**src/rtl/ohm_pkg.sv**
```systemverilog
// Shared types and constants for the ohm one-hot arbiter: FSM states, the
// default sizing, and the rotating-priority winner search.
package ohm_pkg;

  localparam int OHM_NUM_REQ  = 4;
  localparam int OHM_MAX_HOLD = 8;
  localparam int MAX_REQ      = 32;

  typedef enum logic {IDLE, GRANT} state_t;

  typedef struct packed {
    logic       found;
    logic [7:0] idx;
  } win_t;

  // First set bit of req at or above ptr, wrapping at n.
  function automatic win_t find_winner(input logic [MAX_REQ-1:0] req,
                                       input logic [7:0] ptr,
                                       input int n);
    win_t w;
    int   j;
    w = '0;
    for (int i = 0; i < MAX_REQ; i++) begin
      if (i < n) begin
        j = int'(ptr) + i;
        if (j >= n) j = j - n;
        if (!w.found && req[j[4:0]]) begin
          w.found = 1'b1;
          w.idx   = 8'(j);
        end
      end
    end
    return w;
  endfunction

endpackage

```
**src/rtl/ohm.sv**
```systemverilog
// One-hot AND-OR multiplexer: y is the bit of a picked by the one-hot sel.
module ohm #(
  parameter int N = 4
) (
  input  logic [N-1:0] sel,
  input  logic [N-1:0] a,
  output logic         y
);

  assign y = |(sel & a);

endmodule

```
**src/rtl/ohm_arb.sv**
```systemverilog
// Rotating-priority arbiter with bounded hold time and a registered one-hot
// grant that steers one requester's data bit through the ohm mux.
module ohm_arb
  import ohm_pkg::*;
#(
  parameter int NUM_REQ  = OHM_NUM_REQ,
  parameter int MAX_HOLD = OHM_MAX_HOLD
) (
  input  logic                       clk,
  input  logic                       reset_n,
  input  logic [NUM_REQ-1:0]         req_i,
  input  logic [NUM_REQ-1:0]         a_i,
  output logic [NUM_REQ-1:0]         sel_o,
  output logic                       gnt_valid_o,
  output logic                       y_o,
  output logic [$clog2(NUM_REQ)-1:0] owner_o
);

  localparam int         OW       = $clog2(NUM_REQ);
  localparam logic [7:0] HOLD_MAX = 8'(MAX_HOLD - 1);

  state_t              state_q, state_d;
  logic [NUM_REQ-1:0]  sel_q, sel_d;
  logic [OW-1:0]       owner_q, owner_d;
  logic [OW-1:0]       ptr_q, ptr_d;
  logic [7:0]          hold_q, hold_d;
  logic [NUM_REQ-1:0]  others;
  logic [OW-1:0]       nptr;
  win_t                win;

  always_comb begin
    state_d = state_q;
    sel_d   = sel_q;
    owner_d = owner_q;
    ptr_d   = ptr_q;
    hold_d  = hold_q;
    others  = req_i & ~sel_q;
    nptr    = ptr_q;
    win     = '0;
    case (state_q)
      IDLE: begin
        win = find_winner(MAX_REQ'(req_i), 8'(ptr_q), NUM_REQ);
        if (win.found) begin
          state_d = GRANT;
          sel_d   = NUM_REQ'(1) << win.idx;
          owner_d = OW'(win.idx);
          hold_d  = '0;
        end
      end
      GRANT: begin
        if (!req_i[owner_q] || (hold_q == HOLD_MAX && |others)) begin
          // Release: the next owner is chosen in the same edge, old owner masked.
          nptr  = (owner_q == OW'(NUM_REQ - 1)) ? '0 : owner_q + OW'(1);
          ptr_d = nptr;
          win   = find_winner(MAX_REQ'(others), 8'(nptr), NUM_REQ);
          hold_d = '0;
          if (win.found) begin
            sel_d   = NUM_REQ'(1) << win.idx;
            owner_d = OW'(win.idx);
          end else begin
            state_d = IDLE;
            sel_d   = '0;
            owner_d = '0;
          end
        end else if (hold_q != HOLD_MAX) begin
          hold_d = hold_q + 8'd1;
        end
      end
      default: state_d = IDLE;
    endcase
  end

  always_ff @(posedge clk or negedge reset_n) begin
    if (!reset_n) begin
      state_q <= IDLE;
      sel_q   <= '0;
      owner_q <= '0;
      ptr_q   <= '0;
      hold_q  <= '0;
    end else begin
      state_q <= state_d;
      sel_q   <= sel_d;
      owner_q <= owner_d;
      ptr_q   <= ptr_d;
      hold_q  <= hold_d;
    end
  end

  assign sel_o       = sel_q;
  assign gnt_valid_o = |sel_q;
  assign owner_o     = owner_q;

  ohm #(.N(NUM_REQ)) u_mux (
    .sel (sel_q),
    .a   (a_i),
    .y   (y_o)
  );

endmodule

```
**config.mk**
```make
export PLATFORM = sky130hd
export DESIGN_NAME = ohm_arb
export DESIGN_NICKNAME = d
export VERILOG_FILES = /design/src/rtl/ohm_pkg.sv /design/src/rtl/ohm.sv /design/src/rtl/ohm_arb.sv
export SDC_FILE = /design/constraint.sdc
export NUM_CORES = 1
export LEC_CHECK = 0
export ABC_AREA = 1
export ABC_CLOCK_PERIOD_IN_PS = 2750
export CORE_UTILIZATION = 45
export DETAILED_ROUTE_END_ITERATION = 10
export HOLD_SLACK_MARGIN = 0.05
export PLACE_DENSITY = 0.68
export SYNTH_ARGS = -nofsm -noshare
export SYNTH_HDL_FRONTEND = slang
export SYNTH_SLANG_ARGS = --single-unit
```
**constraint.sdc**
```tcl
create_clock -name clk -period 2.75 [get_ports clk]
set_input_delay 0.275 -clock clk [delete_from_list [all_inputs] [get_ports clk]]
set_output_delay 0.275 -clock clk [all_outputs]
set_load 0.1 [all_outputs]
```
==> impl_metrics.ini <==
[global_routing]
first_global_vias = 1682
grt_overflow = 0
grt_antenna_before_repair = 0
grt_max_degree = 18
grtUsageTotal_pct = 22.6
grt_pass1_wl_um = 7530

[clock_tree]
cts-resized-gates = 0
post_cts_buffers = 0
cts_tree = done
htreeDepth = 1
clock_latency_ns = 0.25
clockBufferDepth = 2
holdBufCountCts = 0
cts_root_buffer = clkbuf_8
path_clk_slew_ns = 0.07
cts_sinks = 17
cts_buffers = 3

[sta]
rsz0062_at_grt = no
finalMaxSlewViolations = 0
setup_tns_ns = 0
fin_crit_sh_pct = 87.7
final.min_clock_period_ns = 2.41
fin_skew_ns = 0.00490
hold_viol = 0
max_slew_margin_pct = 44.7
timing.fmax_mhz = 415
tightest_slew_ns = 0.826
setup_violations = 0
setup_slack_ns = 0.339

[finish]
utilization_pct = 54.2
area_delta_synth_final_pct = 11.8
final_common_cell = nand2_1
drive_above_1_share_pct = 16.2
fin_nets = 323
design_area_mm2 = 0.00206
diodes = 0
layout_common_cells = nand2_1, nand3_1, inv_1

[floorplanning]
start_util_pct = 48.5
fp-row-count = 22
die_area_mm2 = 0.00435
die_y_um = 66.0
die_x_um = 66.0
num_io_pins = 18
coreArea_mm2 = 0.00380

[synthesis]
synth_cells = 286
syn_area_per_cell_um2 = 6.44
synth_area_mm2 = 0.00184
synthArstFlopShare_pct = 100
ys_ff_latch = 17
synthFlopType = dfrtp_1
syn-num-nets = 305
synth_edf_count = 0
yosysWarnings = 0
yosys-top-cells-area = dfrtp_1, nand2_1, nand3_1, ha_1, inv_1
yosysSeqAreaShare_pct = 23.1
synth_cell_types = 32
yosys.area.top_type_share_pct = 23.1
yosys.area.top_type = dfrtp_1

[setup_path]
crit_type = register to register
reg2reg_from = owner_o[0]$_DFFE_PN0P_
reg2reg_slack_ns = 0.34
end_kind = register
cp.required_ns = 2.89
startpoint_type = register
critPathMaxFanout = 9
r2r_cells = 14
reg2reg_to = sel_o[0]$_DFFE_PN0P_
critPathArrivalTime_ns = 2.55

[route]
wire_per_inst_um = 12.7
via_count = 1836
drcViolationCount = 0
ant_nets = 0
first_pass_iters = 4
wirelength_um = 4450
drt_iter0_markers = 92
vias_per_cell = 5.23

[outcome]
status = completed

[placed_design]
hpwl_um = 3520
gp_congestion = 0.915
placed_area_mm2 = 0.00201
portBuffers = 17
pre_cts_ws_ns = 0.333

[hold_path]
hold_path.class = primary input to asynchronous set/reset pin

[flow_run]
drv_cap = 0
==> routing by layer <==
metal  vias up  global-route usage [%]  wire length [um]  part of all wire [%]
met5         -                       0                 0                     0
met4         0                    6.38                32                  0.72
met3         4                    2.07               196                   4.4
met2        40                    39.5              2080                    47
met1       840                    29.2              2140                    48
li1        952                       -                 -                     -
==> final cells by class <==
class,instances,area [um^2]
Clock buffer,4,45.0
Fill cell,407,1740
Timing Repair Buffer,19,165
Multi-Input combinational cell,230,1240
Sequential cell,17,425
Inverter,33,126
Tap cell,48,60.1
==> synthesized netlist by cell type, types with 2 or more instances <==
cell	number
nand2_1	99
nand3_1	32
inv_1	27
nor2_1	23
dfrtp_1	17
nand2_2	12
ha_1	9
nand4_1	8
o21ai_0	8
inv_2	5
nand2_4	5
a21oi_1	4
nand3_2	4
nor2_4	4
xor2_1	4
nor3_1	3
o32ai_1	3
a31oi_1	2
buf_2	2
nor2_2	2
o21ai_1	2
==> stage by stage <==
step           hold WS (ns)  cells
6_report              0.499    351
5_1_grt               0.569    351
4_1_cts               0.516    351
3_5_place_dp          0.540    347
3_3_place_gp          0.520    347
2_1_floorplan       -0.0206    286
==> worst max-delay path, cell delays in order (launching register included) <==
cell     delay (ns)
dfrtp_1        0.50
inv_2          0.11
ha_1           0.43
inv_2          0.17
nand2_1        0.07
nand2_1        0.19
nand2_1        0.12
nand2_4        0.08
nand2_2        0.07
nor3_2         0.21
nor2_1         0.06
nand3_1        0.12
nand2_1        0.06
nand2_1        0.05
nand2_1        0.05
==> worst max-delay path by stage <==
stage                                       to  cells after the start                   start
after floorplan           sel_o[0]$_DFFE_PN0P_                     15  owner_o[0]$_DFFE_PN0P_
after global placement    sel_o[0]$_DFFE_PN0P_                     14  owner_o[0]$_DFFE_PN0P_
after detailed placement  sel_o[0]$_DFFE_PN0P_                     14  owner_o[0]$_DFFE_PN0P_
after CTS                 sel_o[0]$_DFFE_PN0P_                     14  owner_o[0]$_DFFE_PN0P_
after global routing      sel_o[0]$_DFFE_PN0P_                     14  owner_o[0]$_DFFE_PN0P_
final                     sel_o[0]$_DFFE_PN0P_                     14  owner_o[0]$_DFFE_PN0P_
==> kinds of logic (layout without fill, tap and decap cells) <==
family,Yosys count,count (layout),share of synthesized area (%)
AO/OA/AOI/OAI,21,21,7.20
XOR/XNOR,4,4,1.90
adder cells (fa/ha/maj),9,9,6.11
buffers and inverters,39,56,9.72
flip-flops,17,17,23.1
AND/OR/NAND/NOR,196,196,52.0
==> registers in the layout, indices dropped and copies added, names as in the netlist <==
name / flops
hold_q: 8
sel_o: 4
owner_o: 2
ptr_q: 2
state_q: 1
Power is not shown: default switching activity piles up to over one toggle a cycle in this logic, so the estimate is an artifact.
